File: src/rtl/pe_pkg.sv
// ----------------------------------------------------------------------------
// pe_pkg
// Shared definitions for the processing element:
//   MODE_PASS / MODE_ACC : i_mode encoding
//   sat_res_t            : clamped value plus clamp flag
//   sat_add()            : signed add followed by a clamp to an out_bw-bit
//                          signed range; out_bw is a run-time argument so a
//                          single function serves any parameterisation
// ----------------------------------------------------------------------------
package pe_pkg;

   localparam logic MODE_PASS = 1'b0;
   localparam logic MODE_ACC  = 1'b1;

   typedef struct packed {
      logic        sat;
      logic [63:0] val;
   } sat_res_t;

   // Operands are sign-extended to 64 bits by the caller. That is wide enough
   // for the sum never to wrap before the clamp.
   function automatic sat_res_t sat_add(input logic signed [63:0] a,
                                        input logic signed [63:0] b,
                                        input int unsigned        out_bw);
      logic signed [63:0] sum;
      logic signed [63:0] hi;
      logic signed [63:0] lo;
      sat_res_t           r;
      sum = a + b;
      hi  = (64'sd1 <<< (out_bw - 1)) - 64'sd1;
      lo  = -(64'sd1 <<< (out_bw - 1));
      if (sum > hi) begin
         r.sat = 1'b1;
         r.val = hi;
      end else if (sum < lo) begin
         r.sat = 1'b1;
         r.val = lo;
      end else begin
         r.sat = 1'b0;
         r.val = sum;
      end
      return r;
   endfunction

endpackage

File: src/rtl/pe_weight_bank.sv
// ----------------------------------------------------------------------------
// pe_weight_bank
// Per-PE weight register file, loaded over the shared broadcast write bus.
//   clk, rst   : clock, synchronous active-high reset (clears all banks)
//   w_en       : write strobe
//   w_addr     : target element address; only ELEMENT_ADDR is accepted
//   w_bank     : target bank; indices >= NUM_BANKS are ignored
//   w_data     : signed weight
//   rd_bank    : bank read by the current compute beat
//   rd_data    : registered weight of rd_bank (0 when rd_bank >= NUM_BANKS)
// The read returns the registered value, so a write in the same cycle is not
// seen until the following cycle.
// ----------------------------------------------------------------------------
module pe_weight_bank #(
   parameter int WEIGHT_BW    = 8,
   parameter int ADDR_BW      = 5,
   parameter int ELEMENT_ADDR = 0,
   parameter int NUM_BANKS    = 4,
   parameter int BANK_BW      = 2
) (
   input  logic                        clk,
   input  logic                        rst,
   input  logic                        w_en,
   input  logic [ADDR_BW-1:0]          w_addr,
   input  logic [BANK_BW-1:0]          w_bank,
   input  logic signed [WEIGHT_BW-1:0] w_data,
   input  logic [BANK_BW-1:0]          rd_bank,
   output logic signed [WEIGHT_BW-1:0] rd_data
);

   localparam logic [ADDR_BW-1:0] MY_ADDR = ADDR_BW'(ELEMENT_ADDR);

   logic signed [WEIGHT_BW-1:0] bank_q [NUM_BANKS];
   logic signed [WEIGHT_BW-1:0] bank_d [NUM_BANKS];
   logic                        wr_hit;
   logic                        rd_ok;

   always_comb begin
      wr_hit = w_en && (w_addr == MY_ADDR) && (32'(w_bank) < NUM_BANKS);
      rd_ok  = (32'(rd_bank) < NUM_BANKS);
      bank_d = bank_q;
      if (wr_hit) bank_d[w_bank] = w_data;
      rd_data = rd_ok ? bank_q[rd_bank] : '0;
   end

   always_ff @(posedge clk) begin
      if (rst) bank_q <= '{default: '0};
      else     bank_q <= bank_d;
   end

endmodule

File: src/rtl/processing_element_mc.sv
// ----------------------------------------------------------------------------
// processing_element_mc
// Conv-array PE: banked weights, 2-stage valid-qualified MAC, two modes.
//   clk, rst            : clock, synchronous active-high reset
//   i_w_en/addr/bank/w  : broadcast weight write bus
//   i_valid             : compute beat valid (0 = bubble)
//   i_bank_sel          : weight bank for this beat
//   i_mode              : MODE_PASS (psum + w*x) or MODE_ACC (framed sum)
//   i_first / i_last    : accumulate frame delimiters
//   i_x                 : signed activation
//   i_psum              : chained psum (pass) or bias on first beat (acc)
//   o_valid             : one-cycle pulse per result, 2 cycles after the beat
//   o_psum / o_sat      : saturated result and clamp flag, held between pulses
// ----------------------------------------------------------------------------
module processing_element_mc
   import pe_pkg::*;
#(
   parameter int WEIGHT_BW    = 8,
   parameter int DATA_BW      = 8,
   parameter int SUM_BW       = 16,
   parameter int ADDR_BW      = 5,
   parameter int ELEMENT_ADDR = 0,
   parameter int NUM_BANKS    = 4,
   parameter int BANK_BW      = 2
) (
   input  logic                        clk,
   input  logic                        rst,
   input  logic                        i_w_en,
   input  logic [ADDR_BW-1:0]          i_w_addr,
   input  logic [BANK_BW-1:0]          i_w_bank,
   input  logic signed [WEIGHT_BW-1:0] i_w,
   input  logic                        i_valid,
   input  logic [BANK_BW-1:0]          i_bank_sel,
   input  logic                        i_mode,
   input  logic                        i_first,
   input  logic                        i_last,
   input  logic signed [DATA_BW-1:0]   i_x,
   input  logic signed [SUM_BW-1:0]    i_psum,
   output logic                        o_valid,
   output logic signed [SUM_BW:0]      o_psum,
   output logic                        o_sat
);

   localparam int          PROD_BW = WEIGHT_BW + DATA_BW;
   localparam int unsigned OUT_BW  = SUM_BW + 1;

   logic signed [WEIGHT_BW-1:0] w_rd;
   logic signed [PROD_BW-1:0]   prod_c;

   logic                        s1_valid_q, s1_valid_d;
   logic signed [PROD_BW-1:0]   s1_prod_q,  s1_prod_d;
   logic signed [SUM_BW-1:0]    s1_psum_q,  s1_psum_d;
   logic                        s1_mode_q,  s1_mode_d;
   logic                        s1_first_q, s1_first_d;
   logic                        s1_last_q,  s1_last_d;

   logic signed [SUM_BW:0]      acc_q, acc_d;
   logic                        sticky_q, sticky_d;
   logic                        o_valid_q, o_valid_d;
   logic signed [SUM_BW:0]      o_psum_q, o_psum_d;
   logic                        o_sat_q, o_sat_d;

   logic signed [SUM_BW:0]      acc_base;
   sat_res_t                    pass_r;
   sat_res_t                    acc_r;
   logic                        unused_hi_bits;

   pe_weight_bank #(
      .WEIGHT_BW    (WEIGHT_BW),
      .ADDR_BW      (ADDR_BW),
      .ELEMENT_ADDR (ELEMENT_ADDR),
      .NUM_BANKS    (NUM_BANKS),
      .BANK_BW      (BANK_BW)
   ) u_bank (
      .clk     (clk),
      .rst     (rst),
      .w_en    (i_w_en),
      .w_addr  (i_w_addr),
      .w_bank  (i_w_bank),
      .w_data  (i_w),
      .rd_bank (i_bank_sel),
      .rd_data (w_rd)
   );

   // Stage 1: capture the product and beat attributes; bubbles hold state.
   always_comb begin
      prod_c     = PROD_BW'(w_rd) * PROD_BW'(i_x);
      s1_valid_d = i_valid;
      s1_prod_d  = s1_prod_q;
      s1_psum_d  = s1_psum_q;
      s1_mode_d  = s1_mode_q;
      s1_first_d = s1_first_q;
      s1_last_d  = s1_last_q;
      if (i_valid) begin
         s1_prod_d  = prod_c;
         s1_psum_d  = i_psum;
         s1_mode_d  = i_mode;
         s1_first_d = i_first;
         s1_last_d  = i_last;
      end
   end

   // Stage 2: saturating add. A first beat reloads from the bias, which is
   // also how a first inside an open frame discards the old partial.
   always_comb begin
      acc_base = s1_first_q ? (SUM_BW+1)'(s1_psum_q) : acc_q;
      pass_r   = sat_add(64'(s1_psum_q), 64'(s1_prod_q), OUT_BW);
      acc_r    = sat_add(64'(acc_base), 64'(s1_prod_q), OUT_BW);

      acc_d     = acc_q;
      sticky_d  = sticky_q;
      o_valid_d = 1'b0;
      o_psum_d  = o_psum_q;
      o_sat_d   = o_sat_q;

      if (s1_valid_q) begin
         if (s1_mode_q == MODE_PASS) begin
            o_valid_d = 1'b1;
            o_psum_d  = pass_r.val[SUM_BW:0];
            o_sat_d   = pass_r.sat;
         end else begin
            acc_d    = acc_r.val[SUM_BW:0];
            sticky_d = (s1_first_q ? 1'b0 : sticky_q) | acc_r.sat;
            if (s1_last_q) begin
               o_valid_d = 1'b1;
               o_psum_d  = acc_d;
               o_sat_d   = sticky_d;
            end
         end
      end
   end

   // Clamped values always fit in OUT_BW bits; the upper bits are sign copies.
   assign unused_hi_bits = ^{pass_r.val[63:SUM_BW+1], acc_r.val[63:SUM_BW+1]};

   always_ff @(posedge clk) begin
      if (rst) begin
         s1_valid_q <= 1'b0;
         s1_prod_q  <= '0;
         s1_psum_q  <= '0;
         s1_mode_q  <= 1'b0;
         s1_first_q <= 1'b0;
         s1_last_q  <= 1'b0;
         acc_q      <= '0;
         sticky_q   <= 1'b0;
         o_valid_q  <= 1'b0;
         o_psum_q   <= '0;
         o_sat_q    <= 1'b0;
      end else begin
         s1_valid_q <= s1_valid_d;
         s1_prod_q  <= s1_prod_d;
         s1_psum_q  <= s1_psum_d;
         s1_mode_q  <= s1_mode_d;
         s1_first_q <= s1_first_d;
         s1_last_q  <= s1_last_d;
         acc_q      <= acc_d;
         sticky_q   <= sticky_d;
         o_valid_q  <= o_valid_d;
         o_psum_q   <= o_psum_d;
         o_sat_q    <= o_sat_d;
      end
   end

   assign o_valid = o_valid_q;
   assign o_psum  = o_psum_q;
   assign o_sat   = o_sat_q;

endmodule

File: config.mk
export PLATFORM = sky130hd
export DESIGN_NAME = processing_element_mc
export DESIGN_NICKNAME = d
export VERILOG_FILES = /design/src/rtl/pe_pkg.sv /design/src/rtl/pe_weight_bank.sv /design/src/rtl/processing_element_mc.sv
export SDC_FILE = /design/constraint.sdc
export NUM_CORES = 1
export LEC_CHECK = 0
export BUFFER_PORTS_ARGS = -buffer_cell sky130_fd_sc_hd__clkbuf_2
export CAP_MARGIN = 40
export CORE_MARGIN = 8
export CORE_UTILIZATION = 60
export CTS_CLUSTER_DIAMETER = 120
export DETAILED_ROUTE_END_ITERATION = 10
export PLACE_DENSITY = 0.79
export SETUP_SLACK_MARGIN = 0.15
export SLEW_MARGIN = 10
export SYNTH_ARGS = -nofsm -noshare
export SYNTH_HDL_FRONTEND = slang
export SYNTH_SLANG_ARGS = --single-unit
export TNS_END_PERCENT = 50
File: constraint.sdc
create_clock -name clk -period 14.8 [get_ports clk]
set_input_delay 1.48 -clock clk [delete_from_list [all_inputs] [get_ports clk]]
set_output_delay 1.48 -clock clk [all_outputs]
set_load 0.03 [all_outputs]
==> results of run 1 <==
-- critical path: cells and delay by family --
family,cells,cell delay (ps)
adders and majority gates,5,2310
muxes,2,780
xor gates and xnor gates,1,100
AOI/OAI and AO/OA,6,1150
and+or+nand+nor,2,270
buffers and inverters,3,360
-- cell usage after synthesis, drive strengths merged (2+ instances only) --
library cell,n,share of area (%)
o21bai,4,0.36
buf,9,0.67
maj3,6,0.76
a21boi,2,0.18
nor2b,12,1.0
a211oi,17,1.8
o22ai,2,0.15
a21o,9,0.82
fa,57,14
o211ai,8,0.73
nand2,70,3.2
ha,62,9.4
xnor2,26,2.8
inv,99,4.5
nand2b,11,0.83
o221ai,2,0.21
a32oi,3,0.32
clkbuf,24,1.1
dfxtp,105,25
nor2,88,4.0
and2,46,3.5
a21oi,77,4.7
xor2,12,1.3
mux2,15,2.0
o21ai,43,2.8
and3,4,0.30
o21a,3,0.27
or2,3,0.23
o31ai,2,0.18
nor3,14,0.97
o221a,2,0.27
nand3,13,0.79
or3,2,0.15
mux2i,53,6.4
mux4,8,2.2
a31oi,2,0.23
-- power by group through the flow --
| stage | Sequential (mW) | Combinational (mW) | Clock, mW |
|---|---|---|---|
| after floorplan | 0.311 | 0.0912 | 0 |
| after global placement | 0.309 | 0.124 | 0 |
| after detailed placement | 0.308 | 0.129 | 0 |
| after CTS | 0.302 | 0.130 | 0.239 |
| after global routing | 0.303 | 0.144 | 0.250 |
| final | 0.302 | 0.131 | 0.237 |
-- logic make-up after synthesis --
kind of cell | count (synthesis)
buffers and inverters | 132
AOI/OAI and AO/OA | 184
and+or+nand+nor | 269
xor gates and xnor gates | 38
adders and majority gates | 125
muxes | 76
DFF | 105
-- per-layer routing --
layer	GRT usage [%]	part of all wire, %
met5	0	0
met4	8.86	2.8
met3	3.80	5.6
met2	37.4	48
met1	28.0	43
-- through the flow --
step                setup slack (ps)  power (mW)
global placement                8310       0.432
CTS                             8540       0.671
detailed placement              8240       0.437
finish                          8570       0.670
floorplan                       8350       0.402
global route                    8250       0.697
-- flip-flops by register name, summed over array words and instances, names as in the netlist --
signal,flops
acc_q,17
o_psum,17
s1_mode_q,1
s1_prod_q,16
s1_psum_q,16
u_bank.bank_q,32
o_valid,1
s1_first_q,1
sticky_q,1
o_sat,1
s1_valid_q,1
s1_last_q,1
-- worst max path at each step --
stage | from | end | slack, ps
3_5_place_dp | i_bank_sel[0] | s1_prod_q[14] | 8240
3_3_place_gp | i_bank_sel[0] | s1_prod_q[14] | 8310
6_report | i_bank_sel[0] | s1_prod_q[14] | 8570
4_1_cts | i_bank_sel[0] | s1_prod_q[14] | 8540
5_1_grt | i_bank_sel[0] | s1_prod_q[14] | 8250
2_1_floorplan | i_bank_sel[0] | s1_prod_q[14] | 8350
-- layout make-up --
type	count	area share, %
Clock inverter	7	0.651
Tap cell	180	2.49
Multi-Input combinational cell	692	62.4
Inverter	99	4.11
Timing Repair Buffer	73	4.62
Clock buffer	9	2.49
Sequential cell	105	23.3
==> out/metrics.csv, run 1 <==
metric;value;unit
Switching Power;0.209;mW
register area;2100;um2
first-pass GRT wire length;32.8;mm
pin count of the biggest net entering global routing;77;
hold crit path type;reg -> reg;
number of hold violations in the final report;0;
number of global-route vias before repair;6795;
cell seen most often among critical-path stages;fa_1;
flops & latches, synth;105;
wire length reported by the detailed router;19.6;mm
post_cts resized;0;
final RePlAce weighted congestion;0.879;
Switching Share;31.1;%
most common cell after layout, fill and taps aside;dfxtp_1;
fill cell instance count of the final layout;1116;
final total negative setup slack;0;ps
status;completed;
Inserted Diodes;0;
areal power density over the cells;74.1;nW/um2
unrepaired setup endpoints after global routing;false;
number of port buffers;66;
Peak Freq;0.161;GHz
worst hold path depth;2;
I/O pin count;67;
reg-to-reg critical path endpoint;s1_prod_q[14];
count of nets after finishing;1147;
final count of pins violating max slew;0;
Setup crit start kind;primary input;
R2R Path Start;u_bank.bank_q[1];
via count of the routed design;6792;
max-cap violations;0;
end-of-flow core utilization;66.1;%
cts bufs inserted;9;
simple-gate portion of the synthesized area;15.5;%
Longest Clk Path Bufs;2;
total core area;13700;um2
Worst Tran Pin Value;813;ps
part of the power in registers;45.0;%
floorplan die height;133;um
area growth from synthesis to layout;9.47;%
period utilization;42.1;%
clock tree skew after final layout;14.8;ps
Clock Power Share;35.4;%
number of vias per cell;5.83;
clock insertion delay at the later pin of the skew report;360;ps
worst stage delay on the critical path;650;ps
post-route DRC violation count;0;
number of distinct library cells after synthesis;63;
Max stage delay cell, worst path;mux4_2;
post-layout min period;6230;ps
worst hold slack;457;ps
data arrival time at the worst-slack endpoint;6470;ps
drt wl/cell;16.8;um
Seq/Total Area, Yosys;25.5;%
classification of the worst setup path;in -> reg;
Peak supply drop;0.0000929;V
area occupied by multi-input gates;5640;um2
HPWL after DPL;14.9;mm
clk root buf;clkbuf_16;
XOR/XNOR share of the synthesized area;4.03;%
Initial Util;60.4;%
synthesized-area fraction occupied by ao, oa, aoi and oai cells;14.1;%
leakage;4.15;nW
most frequent cells in the layout;dfxtp_1 (105), inv_1 (99), nor2_1 (88), a21oi_1 (76), nand2_1 (70);
main combinational cell family by area after synthesis;adder cells;
kind of end point of the critical path;flop;
placed standard-cell area;8750;um2
logic depth of the worst register-to-register path;18;
Post-Syn Instances;929;
arithmetic-cell share of the synthesized area counting full adders, half adders and majority gates;24.0;%
number of detailed-routing iterations run before antenna repair;5;
area of the die;17800;um2
GRT overflow;0;
count of nets left with antenna violations after detail routing;0;
critical path peak fanout;8;
total setup buffers inserted after CTS;0;
beginning of the worst hold path;u_bank.bank_q[20];
setup slack of the worst register-to-register path;9720;ps
number of placement rows;43;
Cell Chain, Critical Path;clkbuf_2, mux4_2, and2_1, fa_1, fa_1, inv_1, fa_1, fa_1, inv_1, ha_1, a21o_1, a21oi_1, o21bai_1, a21oi_1, o21bai_1, a211oi_1, xnor2_1, mux2i_1, nor2_1;
post-synthesis async set-or-reset flop share;0;%
Synth Area per Inst;8.89;um2
mux contribution to synthesized area;10.7;%
CTS tree;built;
cell area after technology mapping;8260;um2
ys flop type;dfxtp_1;
number of placed instances, taps included;1149;
deepest level of the CTS H-tree;3;
design internal power;0.462;mW
violation count after the first detailed-routing iteration;503;
Ys Warns;0;
Reg clk slew, reported paths;80;ps
final non-filler cell total;1165;
final-report setup violation count;0;
Req. time, crit path;15040;ps
EDFF count, synth;0;
Layout Cell Area excl Fill;9040;um2
hold buffer count at cts;0;
initial antenna violation count;0;
global-route usage over all layers;22.3;%
Syn Nets;1096;
Logic pwr share;19.6;%
share of post-route cells with drive strength above 1;14.0;%
Clock Sinks;105;
destination of the worst hold path;u_bank.bank_q[20];
Worst slew margin;45.6;%
width of the die;133;um
(Power assumes the default switching activity.)
==> inputs of run 2 (changes only) <==
--- a/config.mk
+++ b/config.mk
@@ -5,6 +5,7 @@
 export SDC_FILE = /design/constraint.sdc
 export NUM_CORES = 1
 export LEC_CHECK = 0
+export ABC_AREA = 1
 export BUFFER_PORTS_ARGS = -buffer_cell sky130_fd_sc_hd__clkbuf_2
 export CAP_MARGIN = 40
 export CORE_MARGIN = 8
==> constraint.sdc (replaced) <==
create_clock -name clk -period 5.91 [get_ports clk]
set_input_delay 0.591 -clock clk [delete_from_list [all_inputs] [get_ports clk]]
set_output_delay 0.591 -clock clk [all_outputs]
set_load 0.03 [all_outputs]
==> out/metrics.csv, run 2 <==
metric;value;unit
status;completed;
library cell with the largest summed area after synthesis;dfxtp_1;
count of nets left with antenna violations after detail routing;0;
drt wl/cell;14.8;um
number of vias per cell;5.41;
unrepaired setup endpoints after global routing;false;
R2R Path Start;u_bank.bank_q[23];
register containing the most flip-flops in the final layout;u_bank.bank_q;
width of the die;136;um
Setup crit start kind;primary input;
I/O pin count;67;
deepest level of the CTS H-tree;3;
via count of the routed design;7951;
fill cell instance count of the final layout;1306;
total core area;13900;um2
area fraction of the dominant cell type after synthesis;24.5;%
cell area after technology mapping;8580;um2
initial antenna violation count;0;
number of placement rows;43;
final non-filler cell total;1471;
top cells by area in the synthesized netlist;dfxtp_1 (24%), fa_1 (13%), nand2_1 (10%);
final total negative setup slack;0;ps
clock tree skew after final layout;6.66;ps
Peak Freq;0.193;GHz
areal power density over the cells;265;nW/um2
critical path peak fanout;9;
Synth Area per Inst;6.92;um2
final-report setup violation count;0;
Longest Clk Path Bufs;2;
Req. time, crit path;6160;ps
leading cell types by count after synthesis;nand2_1 (240), inv_1 (223), nor2_1 (147);
number of port buffers;66;
flops & latches, synth;105;
leakage;4.91;nW
ys flop type;dfxtp_1;
post-route DRC violation count;0;
Worst slew margin;41.5;%
violation count after the first detailed-routing iteration;436;
most common cell after layout, fill and taps aside;nand2_1;
Critical path origin;i_bank_sel[1];
HPWL after DPL;17.1;mm
number of placed instances, taps included;1454;
kind of end point of the critical path;flop;
data arrival time at the worst-slack endpoint;5430;ps
beginning of the worst hold path;i_psum[13];
Seq/Total Area, Yosys;24.5;%
hold buffer count at cts;0;
number of global-route vias before repair;7644;
GRT overflow;0;
area of the die;18400;um2
clock insertion delay at the later pin of the skew report;350;ps
clk root buf;clkbuf_16;
count of nets after finishing;1453;
post_cts resized;0;
first-pass GRT wire length;36.3;mm
floorplan die height;136;um
hold crit path type;in -> reg;
Ys Warns;0;
number of distinct library cells after synthesis;40;
wire length reported by the detailed router;21.8;mm
Inserted Diodes;0;
cts bufs inserted;9;
Initial Util;61.6;%
EDFF count, synth;0;
Clock Sinks;105;
setup slack of the worst register-to-register path;1090;ps
Post-Syn Instances;1241;
post-layout min period;5180;ps
Syn Nets;1408;
Peak supply drop;0.000164;V
classification of the worst setup path;in -> reg;
Worst Tran Pin Value;873;ps
area growth from synthesis to layout;8.67;%
flip-flop count of the largest register after layout;32;
number of detailed-routing iterations run before antenna repair;5;
share of post-route cells with drive strength above 1;8.13;%
max-cap violations;0;
Reg clk slew, reported paths;70;ps
period utilization;87.6;%
number of hold violations in the final report;0;
post-synthesis async set-or-reset flop share;0;%
most frequent cells in the layout;nand2_1 (240), inv_1 (223), nor2_1 (147), dfxtp_1 (105), o21ai_0 (100);
global-route usage over all layers;24.3;%
final count of pins violating max slew;0;
CTS tree;built;
pin count of the biggest net entering global routing;38;
total setup buffers inserted after CTS;0;
end-of-flow core utilization;66.9;%
cell with the most instances after synthesis;nand2_1;
final RePlAce weighted congestion;0.922;
==> run 2: changes by cell type in the layout (fill, tap and decap cells not counted), moves of 11 or more <==
cell	change
xnor2_1	-14
nand2b_1	-11
mux2_2	-15
o21ai_0	+66
inv_1	+124
and2_1	-44
nand2_1	+170
mux2i_1	-53
nor2_1	+59
nand3_1	+54
a211oi_1	-12
==> run 2: through the flow <==
stage	total power [mW]	instance area, um2	worst slack, ps	hold WS [ps]
floorplan	1.64	8580	620	467
global placement	1.86	9000	461	452
finish	2.47	9330	731	457
detailed placement	1.88	9030	381	464
CTS	2.47	9320	779	453
global route	2.66	9330	292	459
==> run 2: report_power, final <==
part	switching, mW	total (mW)	leakage (nW)	internal (mW)
Sequential	0.0463	0.801	0.859	0.755
Clock	0.283	0.585	0.140	0.302
Combinational	0.701	1.08	3.91	0.384
Total	1.03	2.47	4.91	1.44
==> run 2: final cells by class <==
type,count,area (um2),share of cell area (%)
clock inverter,6,47.5,0.510
inverter,227,852,9.13
multi-input combinational,869,5450,58.4
tap,180,225,2.41
timing repair buffer,74,410,4.40
sequential,105,2100,22.5
clock buffer,10,239,2.56
==> run 2: path summary, 6_finish.rpt <==
check	to	depth (start not counted)
worst max-delay path	s1_prod_q[15]	21
worst min-delay path	s1_psum_q[13]	3
worst min register to register	o_psum[16]	2
worst max register to register	s1_prod_q[13]	20
==> run 2: metal layers <==
metal  GRT usage, %  wire (um)
met5              0          0
met4           9.07        553
met3           3.93       1100
met2           42.8      10800
met1           29.0       9380
==> run 2: critical path, cell delays in order <==
cell,delay [ps]
clkbuf_2,180
clkinv_1,240
a21oi_1,190
a32o_1,370
nor2_1,170
fa_1,590
inv_1,130
fa_1,550
inv_1,50
fa_1,520
inv_1,50
fa_1,520
inv_1,40
ha_1,340
inv_1,90
nor4_1,320
nand3_1,110
nand4_1,110
a21oi_1,50
o21ai_0,150
inv_1,50
==> run 2: cell families (layout without fill, tap and decap cells) <==
group / count (synthesis) / in the layout / share of synthesized area (%)
AOI/OAI and AO/OA: 230 / 230 / 14.4
xor gates and xnor gates: 30 / 30 / 3.06
adders and majority gates: 119 / 119 / 22.3
buffers and inverters: 267 / 317 / 12.0
DFF: 105 / 105 / 24.5
and+or+nand+nor: 490 / 490 / 23.7
==> inputs of run 3 (changes only) <==
--- a/config.mk
+++ b/config.mk
@@ -9,13 +9,14 @@
 export BUFFER_PORTS_ARGS = -buffer_cell sky130_fd_sc_hd__clkbuf_2
 export CAP_MARGIN = 40
 export CORE_MARGIN = 8
-export CORE_UTILIZATION = 60
+export CORE_UTILIZATION = 38
 export CTS_CLUSTER_DIAMETER = 120
 export DETAILED_ROUTE_END_ITERATION = 10
-export PLACE_DENSITY = 0.79
+export PLACE_DENSITY = 0.54
 export SETUP_SLACK_MARGIN = 0.15
 export SLEW_MARGIN = 10
 export SYNTH_ARGS = -nofsm -noshare
 export SYNTH_HDL_FRONTEND = slang
+export SYNTH_HIERARCHICAL = 1
 export SYNTH_SLANG_ARGS = --single-unit
 export TNS_END_PERCENT = 50
==> out/metrics.csv, run 3 <==
metric;value;unit
status;completed;
unrepaired setup endpoints after global routing;false;
deepest level of the CTS H-tree;3;
Clock Power Share;23.4;%
Max stage delay cell, worst path;o22ai_1;
first-pass GRT wire length;42.2;mm
Logic pwr share;47.4;%
areal power density over the cells;277;nW/um2
top cells by area in the synthesized netlist;dfxtp_1 (23%), fa_1 (13%), nand2_1 (11%);
HPWL after DPL;20.1;mm
most common cell after layout, fill and taps aside;nand2_1;
worst hold path depth;3;
Switching Power;1.20;mW
number of detailed-routing iterations run before antenna repair;5;
number of port buffers;66;
number of hold violations in the final report;0;
post-layout min period;5260;ps
Inserted Diodes;0;
post-synthesis async set-or-reset flop share;0;%
I/O pin count;67;
share of post-route cells with drive strength above 1;11.0;%
flops & latches, synth;105;
Peak Freq;0.190;GHz
Setup crit start kind;primary input;
area growth from synthesis to layout;9.90;%
Initial Util;38.7;%
final RePlAce weighted congestion;0.891;
period utilization;89.1;%
logic depth of the worst register-to-register path;18;
pin count of the biggest net entering global routing;45;
post_cts resized;0;
clock tree skew after final layout;12.4;ps
ys flop type;dfxtp_1;
cell with the most instances after synthesis;nand2_1;
fill cell instance count of the final layout;2546;
clock insertion delay at the later pin of the skew report;360;ps
area of the die;29200;um2
destination of the worst hold path;s1_psum_q[6];
register containing the most flip-flops in the final layout;u_bank/bank_q;
post-route setup slack;646;ps
GRT overflow;0;
Reg clk slew, reported paths;80;ps
post-route DRC violation count;0;
width of the die;171;um
Worst slew margin;46.9;%
Worst Tran Pin Value;796;ps
reg-to-reg critical path endpoint;s1_prod_q[12];
count of nets left with antenna violations after detail routing;0;
number of global-route vias before repair;8126;
floorplan die height;171;um
data arrival time at the worst-slack endpoint;5510;ps
leading cell types by count after synthesis;nand2_1 (255), inv_1 (231), nor2_1 (183);
EDFF count, synth;0;
total setup buffers inserted after CTS;0;
classification of the worst setup path;in -> reg;
leakage;5.29;nW
clk root buf;clkbuf_16;
part of the power in registers;29.2;%
final count of pins violating max slew;0;
count of nets after finishing;1534;
worst stage delay on the critical path;590;ps
number of vias per cell;4.86;
Post-Syn Instances;1335;
Clock Sinks;105;
violation count after the first detailed-routing iteration;444;
library cell with the largest summed area after synthesis;dfxtp_1;
critical path peak fanout;17;
register area;2100;um2
hold buffer count at cts;0;
setup slack of the worst register-to-register path;950;ps
R2R Path Start;u_bank/bank_q[12];
area occupied by multi-input gates;5860;um2
kind of end point of the critical path;flop;
global-route usage over all layers;18.1;%
drt wl/cell;15.1;um
via count of the routed design;8221;
most frequent cells in the layout;nand2_1 (255), inv_1 (231), nor2_1 (183), dfxtp_1 (105), o21ai_0 (85);
Seq/Total Area, Yosys;23.1;%
final-report setup violation count;0;
total core area;23500;um2
cell area after technology mapping;9110;um2
initial antenna violation count;0;
Syn Nets;1502;
design internal power;1.58;mW
number of distinct library cells after synthesis;43;
Peak supply drop;0.000139;V
Ys Warns;6;
max-cap violations;0;
cts bufs inserted;9;
Longest Clk Path Bufs;2;
flip-flop count of the largest register after layout;32;
area fraction of the dominant cell type after synthesis;23.1;%
minimum setup slack after placement;262;ps
final total negative setup slack;0;ps
Switching Share;43.1;%
CTS tree;built;
hold crit path type;in -> reg;
Cell Chain, Critical Path;clkbuf_2, inv_2, o21ai_0, o22ai_1, nand2_1, fa_1, fa_1, inv_1, fa_1, inv_1, fa_1, inv_1, ha_1, inv_1, o31ai_1, a31oi_1, o21ai_0, xor2_1, o21ai_0, inv_1;
cell seen most often among critical-path stages;inv_1;
number of placement rows;56;
beginning of the worst hold path;i_psum[6];
Req. time, crit path;6160;ps
wire length reported by the detailed router;25.5;mm
Synth Area per Inst;6.83;um2
==> run 3: routing by layer <==
metal  share of wire [%]  global-route usage (%)
met2                  49                    31.7
met5                   0                       0
met4                 2.3                    5.44
met1                  46                    22.8
met3                 3.2                    2.35
==> run 3: cells by family (layout without fill, tap and decap cells) <==
family / after synthesis / count (layout) / share of synthesized area (%)
AND/OR/NAND/NOR: 575 / 575 / 28.0
buffers and inverters: 296 / 333 / 12.6
AO/OA/AOI/OAI: 211 / 211 / 12.6
adder cells (fa/ha/maj): 119 / 119 / 21.0
flip-flops: 105 / 105 / 23.1
XOR/XNOR: 29 / 29 / 2.79
==> run 3: power by group through the flow <==
stage | clock network (mW) | logic, mW | registers, mW
2_1_floorplan | 0 | 1.02 | 0.824
3_3_place_gp | 0 | 1.31 | 0.827
3_5_place_dp | 0 | 1.32 | 0.827
4_1_cts | 0.672 | 1.33 | 0.811
5_1_grt | 0.698 | 1.51 | 0.817
6_report | 0.648 | 1.32 | 0.811
==> run 3: worst max-delay path, delay by kind of cell <==
kind	cells	cell delay (ps)
compound gates	6	1610
simple gates	1	160
buf+inv	7	730
fa+ha+maj	5	2310
xor+xnor	1	100
==> run 3: metrics by stage <==
| step | instances | total power, mW | hold slack (ps) | instance area, um2 | utilization (%) |
|---|---|---|---|---|---|
| 2_1_floorplan | 1335 | 1.84 | 450 | 9110 | - |
| 3_3_place_gp | 1674 | 2.14 | 455 | 9680 | 41.1 |
| 3_5_place_dp | 1675 | 2.15 | 458 | 9700 | 41.2 |
| 4_1_cts | 1691 | 2.81 | 446 | 10000 | 42.5 |
| 5_1_grt | 1691 | 3.03 | 456 | 10000 | 42.5 |
| 6_report | 1691 | 2.77 | 460 | 10000 | 42.5 |
==> run 3: worst max path at each step <==
stage             startpoint            end  slack, ps  cells after the start
2_1_floorplan  i_bank_sel[0]  s1_prod_q[12]        860                     20
3_3_place_gp   i_bank_sel[0]  s1_prod_q[12]        380                     20
3_5_place_dp   i_bank_sel[0]  s1_prod_q[12]        260                     20
4_1_cts        i_bank_sel[0]  s1_prod_q[12]        630                     20
5_1_grt        i_bank_sel[0]  s1_prod_q[13]        290                     21
6_report       i_bank_sel[0]  s1_prod_q[12]        650                     20
==> run 3: layout make-up <==
class	instances	area share, %
Clock buffer	11	2.42
Clock inverter	5	0.700
Timing Repair Buffer	78	4.40
Inverter	239	8.96
Sequential cell	105	21.0
Tap cell	319	3.98
Multi-Input combinational cell	934	58.6
